File: config.mk
export PLATFORM = sky130hd
export DESIGN_NAME = pipo_rr_loader_flat
export DESIGN_NICKNAME = d
export VERILOG_FILES = /design/src/rtl/pipo_rr_loader_if.sv /design/src/rtl/pipo_rr_loader.sv /design/src/flat_wrapper.sv
export SDC_FILE = /design/constraint.sdc
export NUM_CORES = 1
export LEC_CHECK = 0
export ABC_CLOCK_PERIOD_IN_PS = 3700
export CORE_ASPECT_RATIO = 1.1
export CORE_MARGIN = 5
export CORE_UTILIZATION = 40
export DETAILED_ROUTE_END_ITERATION = 10
export PLACE_DENSITY = 0.82
export SYNTH_ARGS = -nofsm -noshare
export SYNTH_HDL_FRONTEND = slang
export SYNTH_SLANG_ARGS = --single-unit
export TNS_END_PERCENT = 30
File: constraint.sdc
create_clock -name clock -period 3.7 [get_ports clock]
set_clock_uncertainty 0.2 [all_clocks]
set_input_delay 0.925 -clock clock [delete_from_list [all_inputs] [get_ports clock]]
set_output_delay 0.925 -clock clock [all_outputs]
set_load 0.01 [all_outputs]
File: src/rtl/pipo_rr_loader_if.sv
// Handshake bundle between the requesters, the round-robin loader and the
// consumer of the held parallel word.
interface pipo_rr_loader_if #(
  parameter int NUM_REQ = 4,
  parameter int WIDTH   = 4,
  parameter int SRC_W   = 2
);

  logic [NUM_REQ-1:0]       req_valid;
  logic [NUM_REQ*WIDTH-1:0] req_data;
  logic [NUM_REQ-1:0]       req_ready;
  logic                     out_valid;
  logic [WIDTH-1:0]         out_data;
  logic [SRC_W-1:0]         out_src;
  logic                     out_ready;

  // Requester/consumer side of the link.
  modport master (
    output req_valid,
    output req_data,
    output out_ready,
    input  req_ready,
    input  out_valid,
    input  out_data,
    input  out_src
  );

  // Loader side of the link.
  modport slave (
    input  req_valid,
    input  req_data,
    input  out_ready,
    output req_ready,
    output out_valid,
    output out_data,
    output out_src
  );

endinterface

File: src/rtl/pipo_rr_loader.sv
// Round-robin arbiter feeding a single-entry parallel holding register.
// One requester is granted per transfer; the held word is offered downstream
// with valid/ready and can be refilled in the same cycle it drains.
module pipo_rr_loader #(
  parameter int NUM_REQ = 4,
  parameter int WIDTH   = 4,
  parameter int SRC_W   = 2
) (
  input  logic                clock,
  input  logic                reset,
  pipo_rr_loader_if.slave     bus
);

  typedef enum logic {
    EMPTY = 1'b0,
    FULL  = 1'b1
  } state_t;

  // Registered state (p1) and combinational decisions for the current cycle (p0).
  state_t             state_p1;
  state_t             state_nxt;
  logic [SRC_W-1:0]   ptr_p1;
  logic [SRC_W-1:0]   ptr_nxt;
  logic [WIDTH-1:0]   data_p1;
  logic [SRC_W-1:0]   src_p1;

  logic               grant_vld_p0;
  logic [SRC_W-1:0]   grant_idx_p0;
  logic [WIDTH-1:0]   grant_data_p0;
  logic               slot_open_p0;
  logic               accept_p0;
  logic [NUM_REQ-1:0] ready_p0;

  // Position 'offset' steps after 'base' on the ring of NUM_REQ requesters.
  function automatic logic [SRC_W-1:0] ring_index(input logic [SRC_W-1:0] base,
                                                  input int               offset);
    int sum;
    sum = int'(base) + offset;
    if (sum >= NUM_REQ) sum = sum - NUM_REQ;
    return SRC_W'(sum);
  endfunction

  // Pointer successor; wraps explicitly so a non-power-of-two ring never
  // reaches an index at or above NUM_REQ.
  function automatic logic [SRC_W-1:0] wrap_inc(input logic [SRC_W-1:0] idx);
    if (idx >= SRC_W'(NUM_REQ - 1)) return '0;
    return idx + SRC_W'(1);
  endfunction

  // Search the ring starting at ptr for the first valid requester.
  always_comb begin
    logic [SRC_W-1:0] cand;
    grant_vld_p0 = 1'b0;
    grant_idx_p0 = '0;
    cand         = '0;
    for (int k = 0; k < NUM_REQ; k++) begin
      cand = ring_index(ptr_p1, k);
      if (!grant_vld_p0 && bus.req_valid[cand]) begin
        grant_vld_p0 = 1'b1;
        grant_idx_p0 = cand;
      end
    end
  end

  // Select the granted word; kept apart from the grant so req_ready never
  // depends on req_data.
  always_comb begin
    grant_data_p0 = '0;
    for (int i = 0; i < NUM_REQ; i++) begin
      if (grant_idx_p0 == SRC_W'(i)) grant_data_p0 = bus.req_data[i*WIDTH +: WIDTH];
    end
  end

  // Next-state, pointer and ready decisions; reset low blocks any accept.
  always_comb begin
    state_nxt    = state_p1;
    ptr_nxt      = ptr_p1;
    ready_p0     = '0;
    slot_open_p0 = (state_p1 == EMPTY) || bus.out_ready;
    accept_p0    = reset && slot_open_p0 && grant_vld_p0;
    if (accept_p0) begin
      ready_p0[grant_idx_p0] = 1'b1;
      state_nxt              = FULL;
      ptr_nxt                = wrap_inc(grant_idx_p0);
    end else if (state_p1 == FULL && bus.out_ready) begin
      state_nxt = EMPTY;
    end
  end

  // Control state register: holding-register occupancy and round-robin pointer.
  always_ff @(posedge clock) begin
    if (!reset) begin
      state_p1 <= EMPTY;
      ptr_p1   <= '0;
    end else begin
      state_p1 <= state_nxt;
      ptr_p1   <= ptr_nxt;
    end
  end

  // Holding register: cleared on reset, loaded only on an accept.
  always_ff @(posedge clock) begin
    if (!reset) begin
      data_p1 <= '0;
      src_p1  <= '0;
    end else if (accept_p0) begin
      data_p1 <= grant_data_p0;
      src_p1  <= grant_idx_p0;
    end
  end

  assign bus.req_ready = ready_p0;
  assign bus.out_valid = (state_p1 == FULL);
  assign bus.out_data  = data_p1;
  assign bus.out_src   = src_p1;

endmodule
File: src/flat_wrapper.sv
// flat-port wrapper written by rule: the top's interface ports become plain ports
module pipo_rr_loader_flat 
#(
  parameter int NUM_REQ = 4,
  parameter int WIDTH   = 4,
  parameter int SRC_W   = 2
)
  (clock, reset, bus_req_valid, bus_req_data, bus_out_ready, bus_req_ready, bus_out_valid, bus_out_data, bus_out_src);
  pipo_rr_loader_if #(.NUM_REQ(NUM_REQ), .WIDTH(WIDTH), .SRC_W(SRC_W)) bus_i ();
  input  logic clock;
  input  logic reset;
  input wire logic [$bits(bus_i.req_valid)-1:0] bus_req_valid;
  input wire logic [$bits(bus_i.req_data)-1:0] bus_req_data;
  input wire logic [$bits(bus_i.out_ready)-1:0] bus_out_ready;
  output wire logic [$bits(bus_i.req_ready)-1:0] bus_req_ready;
  output wire logic [$bits(bus_i.out_valid)-1:0] bus_out_valid;
  output wire logic [$bits(bus_i.out_data)-1:0] bus_out_data;
  output wire logic [$bits(bus_i.out_src)-1:0] bus_out_src;
  assign bus_i.req_valid = bus_req_valid;
  assign bus_i.req_data = bus_req_data;
  assign bus_i.out_ready = bus_out_ready;
  assign bus_req_ready = bus_i.req_ready;
  assign bus_out_valid = bus_i.out_valid;
  assign bus_out_data = bus_i.out_data;
  assign bus_out_src = bus_i.out_src;
  pipo_rr_loader #(.NUM_REQ(NUM_REQ), .WIDTH(WIDTH), .SRC_W(SRC_W)) u_core (.clock(clock), .reset(reset), .bus(bus_i));
endmodule
==> results of run 1 <==
[logic make-up (layout without fill, tap and decap cells)]
kind of cell / Yosys count / in the layout / share of synthesized area [%]
simple gates: 24 / 24 / 23.0
compound gates: 31 / 31 / 30.7
flops: 9 / 9 / 28.7
fa+ha+maj: 4 / 4 / 7.98
buf+inv: 14 / 60 / 9.58
[Yosys cell counts (all sizes together)]
master / instances / area [um2]
a21oi: 10 / 50.1
o21ai: 10 / 50.0
dfxtp: 9 / 180
inv: 9 / 33.8
nor2: 6 / 22.5
a221oi: 4 / 35.0
and2: 4 / 30.0
ha: 4 / 50.1
nand2: 4 / 15.0
nand3: 4 / 25.0
buf: 3 / 18.8
clkbuf: 2 / 7.51
o22ai: 2 / 12.5
or2b: 2 / 16.3
a211o: 1 / 8.76
a211oi: 1 / 12.5
a21o: 1 / 7.51
a41oi: 1 / 8.76
and3: 1 / 11.3
nand2b: 1 / 6.26
nor2b: 1 / 6.26
o31ai: 1 / 7.51
or4: 1 / 11.3
[worst min-delay path: stages, from the launching register on]
cell and delay, ps:
dfxtp_1 310, nand3_1 50, o21ai_0 60
[state kept, by name, summed over array words and instances, names as in the netlist]
register              count
u_core.ptr_p1             2
u_core.bus.out_src        2
u_core.bus.out_valid      1
u_core.bus.out_data       4
[layout make-up]
class                   count  area [um2]  share of cell area [%]
flip-flops and latches      9         180                    16.7
inverters                   9        33.8                    3.13
well taps                  17        21.3                    1.97
multi-input cells          59         390                    36.2
clock buffers               4        26.3                    2.44
repair buffers             47         427                    39.6
[metal layers]
metal,part of all wire (%),track usage [%],vias to the layer above
met3,6.1,3.11,2
met5,0,0,-
met1,43,22.7,332
met4,0.89,5.38,0
met2,50,24.2,25
li1,-,-,379
[per-stage QoR]
| step | TNS (ps) | util, % | instances | worst slack [ps] | total power [W] |
|---|---|---|---|---|---|
| detailed placement | -1300 | 68.1 | 138 | -334 | 0.000266 |
| finish | 0 | 70.9 | 145 | 49.9 | 0.000347 |
| CTS | 0 | 70.4 | 144 | 74.8 | 0.000344 |
| floorplan | 0 | - | 82 | 468 | 0.000189 |
| global route | -33.1 | 70.9 | 145 | -18.7 | 0.000370 |
| global placement | -1190 | 68.1 | 138 | -302 | 0.000262 |
[how the worst min path moves through the flow]
stage                                         endpoint  cells past startpoint  slack, ps                          startpoint
finish              u_core.bus.out_src[1]$_SDFFE_PN0P_                      2        280  u_core.bus.out_src[1]$_SDFFE_PN0P_
CTS                 u_core.bus.out_src[1]$_SDFFE_PN0P_                      2        280  u_core.bus.out_src[1]$_SDFFE_PN0P_
detailed placement  u_core.bus.out_src[1]$_SDFFE_PN0P_                      2        270  u_core.bus.out_src[1]$_SDFFE_PN0P_
global route        u_core.bus.out_src[1]$_SDFFE_PN0P_                      2        300  u_core.bus.out_src[1]$_SDFFE_PN0P_
floorplan                u_core.ptr_p1[0]$_SDFFE_PN0P_                      2        270       u_core.ptr_p1[0]$_SDFFE_PN0P_
global placement    u_core.bus.out_src[1]$_SDFFE_PN0P_                      2        260  u_core.bus.out_src[1]$_SDFFE_PN0P_
[report_power, final]
part | total (W) | internal (W) | switching [W]
Clock | 0.0000761 | 0.0000416 | 0.0000346
Combinational | 0.000156 | 0.0000877 | 0.0000680
Sequential | 0.000116 | 0.000108 | 0.00000751
[what timing repair did]
action / 4_1_cts / 5_1_grt
resized for setup: 11 / 1
pin swaps: 2 / 1
buffers inserted: 2 / 1
endpoints found under the setup margin: 4 / 2
==> results by group, run 1 <==
Status
  • Outcome: finished clean

Floorplan
  • Initial Util: 41.2%
  • I/O pin count: 34
  • Cell row count: 15
  • Die Footprint: 2460 um2
  • Die H: 51.5 um
  • Core Area: 1520 um2
  • Die Width: 47.7 um

Critical path
  • FF-to-FF End: u_core.bus.out_data[1]$_SDFFE_PN0P_
  • Critical path's top delay family: buffers and inverters
  • WP buf/inv: 4
  • Most frequent CP cell: dlygate4sd2_1
  • Cell Chain, Critical Path: dlygate4sd2_1 -> or2b_1 -> a21oi_2 -> a211o_1 -> buf_4 -> inv_2 -> ha_1 -> and2_2 -> dlygate4sd2_1
  • CP endpoint kind: output pin
  • Reg-to-reg slack, setup: 1350 ps
  • Worst setup endpoint: bus_req_ready[1]
  • CP max-delay cell: dlygate4sd2_1
  • Critical Path RT: 2570 ps
  • Crit path largest cell delay: 280 ps
  • Crit start category: input port
  • Reg2Reg Depth: 10
  • Crit. path cell count: 9
  • CP startpoint: bus_req_valid[1]
  • CP Max Fanout: 3
  • Critical path arrival: 2530 ps
  • WS Path Type: input port to output pin
  • Start of the worst register-to-register path: u_core.ptr_p1[0]$_SDFFE_PN0P_

STA
  • Final Setup Violations: 0
  • Worst slew pin tran: 287 ps
  • Number of hold violations in the final report: 0
  • Hold Slack: 279 ps
  • Period utilization: 98.7%
  • Slew headroom: 80.9%
  • Pins over their slew limit: 0
  • Final min period: 3650 ps
  • Fmax: 274 MHz

Layout
  • N_diodes: 0
  • Area Overhead vs Synth: 72.1%
  • NumNets Final: 156
  • Most frequent cells in the layout: clkdlybuf4s50_1 (25), buf_4 (14), a21oi_1 (9), o21ai_0 (9), dfxtp_1 (9)
  • Commonest non-fill, non-tap cell in the layout: clkdlybuf4s50_1
  • Layout Cell Area excl Fill: 1080 um2
  • Fill count: 132
  • Share of layout cells above drive strength 1: 22.7%

Detailed routing
  • Via count: 738
  • Initial DRT Pass Iterations: 4
  • Detail Route Antenna Nets: 0
  • WL per Instance: 13.1 um
  • DR iter-0 viols: 11
  • # DRC: 0
  • Final wirelength: 1.90 mm
  • DR vias/cell: 5.09

Clock network
  • TritonCTS sink count: 9
  • Root buffer cell: clkbuf_4
  • Clock Latency Late Sink: 260 ps
  • Clock-pin transition on the worst setup and hold timing paths: 60 ps
  • CTS tree: done
  • CTS buffer count: 3
  • Htree depth: 1
  • Clk buf depth: 2
  • Hold buffer count at CTS: 0

Place
  • DPL Wire Length: 1.49 mm
  • PortBufs: 33
  • Placed Area: 1030 um2
  • GP Congestion: 0.745

Synth
  • #FFs+latches synth: 9
  • Syn nets: 109
  • Netlist cell types: 27
  • Post-synthesis sequential area ratio: 28.7%
  • Post-synthesis cell area: 627 um2
  • Ys Warns: 0
  • Syn Inst Count: 82
  • Avg Cell Area, Syn: 7.64 um2

Job
  • Maxcap violations: 0

GRT
  • Total global-route track usage: 16.2%
  • Pin count of the biggest net entering global routing: 11
  • Vias in the first global route: 673
  • Initial antenna violation count: 0
  • First-pass GRT wire length: 2.88 mm
  • Total gr overflow: 0

Power
  • Leakage: 0.499 nW
  • P per Cell Area: 322 nW/um2
  • Worst VDD drop: 222 uV

Worst hold path
  • HP Class: register to register
No activity file was read; power rests on OpenSTA's default activity.
==> run 2: changes to the inputs <==
Settings changed: GPL_ROUTABILITY_DRIVEN set to 0.
==> results of run 2 <==
Final layout, timing and power as in run 1 (identical DEF).
==> run 3: changes to the inputs <==
Settings changed: ABC_CLOCK_PERIOD_IN_PS 3700 to 3900, CORE_UTILIZATION 40 to 37, PLACE_DENSITY 0.82 to 0.77, SLEW_MARGIN set to 10.
Clock period 3.7 ns to 3.9 ns, I/O delays scaled along.
==> results by group, run 3 (synthesized netlist as in run 1, its figures left out) <==
Clock network
  • TritonCTS sink count: 9
  • Htree depth: 1
  • CTS buffer count: 3
  • Clk buf depth: 2
  • CTS tree: done
  • Clock Latency Late Sink: 270 ps
  • Clock-pin transition on the worst setup and hold timing paths: 70 ps
  • Root buffer cell: clkbuf_4

Place
  • DPL Wire Length: 1.56 mm
  • PortBufs: 33
  • Placed Area: 1030 um2
  • Placed Cells incl. Taps: 137

Detailed routing
  • Final wirelength: 1.96 mm
  • # DRC: 0
  • Via count: 727
  • Initial DRT Pass Iterations: 4
  • DR vias/cell: 5.08
  • WL per Instance: 13.7 um
  • Detail Route Antenna Nets: 0
  • DR iter-0 viols: 14

Critical path
  • CP Max Fanout: 6
  • Critical path arrival: 2540 ps
  • CP endpoint kind: output pin
  • Start of the worst register-to-register path: u_core.ptr_p1[0]$_SDFFE_PN0P_
  • Reg2Reg Depth: 10
  • Crit start category: input port
  • Critical Path RT: 2720 ps
  • CP startpoint: bus_req_valid[1]
  • WS Path Type: input port to output pin

GRT
  • Initial antenna violation count: 0
  • Vias in the first global route: 668
  • Total gr overflow: 0
  • GR Layer Usage met2: 25.5%
  • First-pass GRT wire length: 2.99 mm
  • Total global-route track usage: 15.1%
  • Met3 usage: 3.10%
  • Met1 Usage GRT: 18.9%
  • Pin count of the biggest net entering global routing: 11
  • GR peak layer: met2

Power
  • Clock Power Share: 23.2%
  • Leakage: 0.512 nW
  • Worst VDD drop: 181 uV
  • NetSw: 0.000107 W
  • Flop pwr share: 33.0%
  • Comb power frac: 43.8%
  • Switching Fraction: 32.5%
  • Internal Pwr Total: 0.000223 W
  • P per Cell Area: 308 nW/um2

Layout
  • Cell Count, Final, Fillers Out: 143
  • Largest register FFs: 4
  • Layout Cell Area excl Fill: 1070 um2
  • N_diodes: 0
  • Core Util, Final: 67.1%
  • Commonest non-fill, non-tap cell in the layout: clkdlybuf4s50_1
  • Share of layout cells above drive strength 1: 19.8%
  • Most frequent cells in the layout: clkdlybuf4s50_1 (25), buf_4 (12), a21oi_1 (10), o21ai_0 (9), dfxtp_1 (9)
  • NumNets Final: 154
  • Area Overhead vs Synth: 70.9%

Floorplan
  • Die Width: 49.2 um
  • Die Footprint: 2620 um2
  • Cell row count: 15
  • Core Area: 1600 um2
  • I/O pin count: 34
  • Die H: 53.2 um
  • Initial Util: 39.3%

STA
  • Period utilization: 95.3%
  • Worst slew pin tran: 278 ps
  • Final min period: 3720 ps
  • Pins over their slew limit: 0
  • Fmax: 269 MHz
  • Number of hold violations in the final report: 0
  • Slew headroom: 81.3%
  • Final Setup Violations: 0
  • Unrepaired setup endpoints after global routing: no

Worst hold path
  • Hold Path Cell Cnt: 2
  • Hold path startpoint: u_core.bus.out_src[0]$_SDFFE_PN0P_
  • HP Class: register to register

Job
  • Maxcap violations: 0

Status
  • Outcome: finished clean
-- run 3: timing repair --
action	in CTS	in global routing
setup buffers	2	0
pin swaps	1	1
hold buffers	0	0
resized for setup	7	3
setup endpoints to repair	4	3
-- run 3: layout make-up --
| type | instances | area [um2] |
|---|---|---|
| inverter | 9 | 33.8 |
| clock buffer | 4 | 26.3 |
| tap | 17 | 21.3 |
| sequential | 9 | 180 |
| fill | 138 | 524 |
| timing repair buffer | 45 | 423 |
| multi-input combinational | 59 | 387 |
-- run 3: per-stage QoR --
step	total power [W]	setup TNS, ps	hold slack (ps)	setup slack, ps
final	0.000330	0	285	184
after global routing	0.000352	0	330	144
after CTS	0.000333	0	288	9.01
after detailed placement	0.000255	-952	279	-249
after global placement	0.000250	-879	263	-226
after floorplan	0.000179	0	270	568
-- run 3: metal layers --
layer | up-vias | part of all wire, %
met3 | 2 | 5.1
met4 | 0 | 1.2
met2 | 20 | 49
met5 | - | 0
met1 | 329 | 44
li1 | 376 | -
-- run 3: worst max-delay path: stages --
cell,delay (ps)
dlygate4sd2_1,260
buf_4,150
or4_4,480
and3_4,210
and2_2,190
dlygate4sd2_1,280
-- run 3: power by group through the flow --
stage               logic (W)  registers [W]  clock network (W)
finish               0.000145       0.000109          0.0000764
global route         0.000160       0.000110          0.0000820
CTS                  0.000145       0.000109          0.0000781
detailed placement   0.000143       0.000111                  0
global placement     0.000139       0.000111                  0
floorplan           0.0000652       0.000114                  0
-- run 3: path summary, 6_finish.rpt --
kind	to	slack [ps]
max	bus_req_ready[0]	180
min	u_core.bus.out_src[0]$_SDFFE_PN0P_	290
max reg2reg	u_core.bus.out_data[0]$_SDFFE_PN0P_	1590
min reg2reg	u_core.bus.out_src[0]$_SDFFE_PN0P_	290
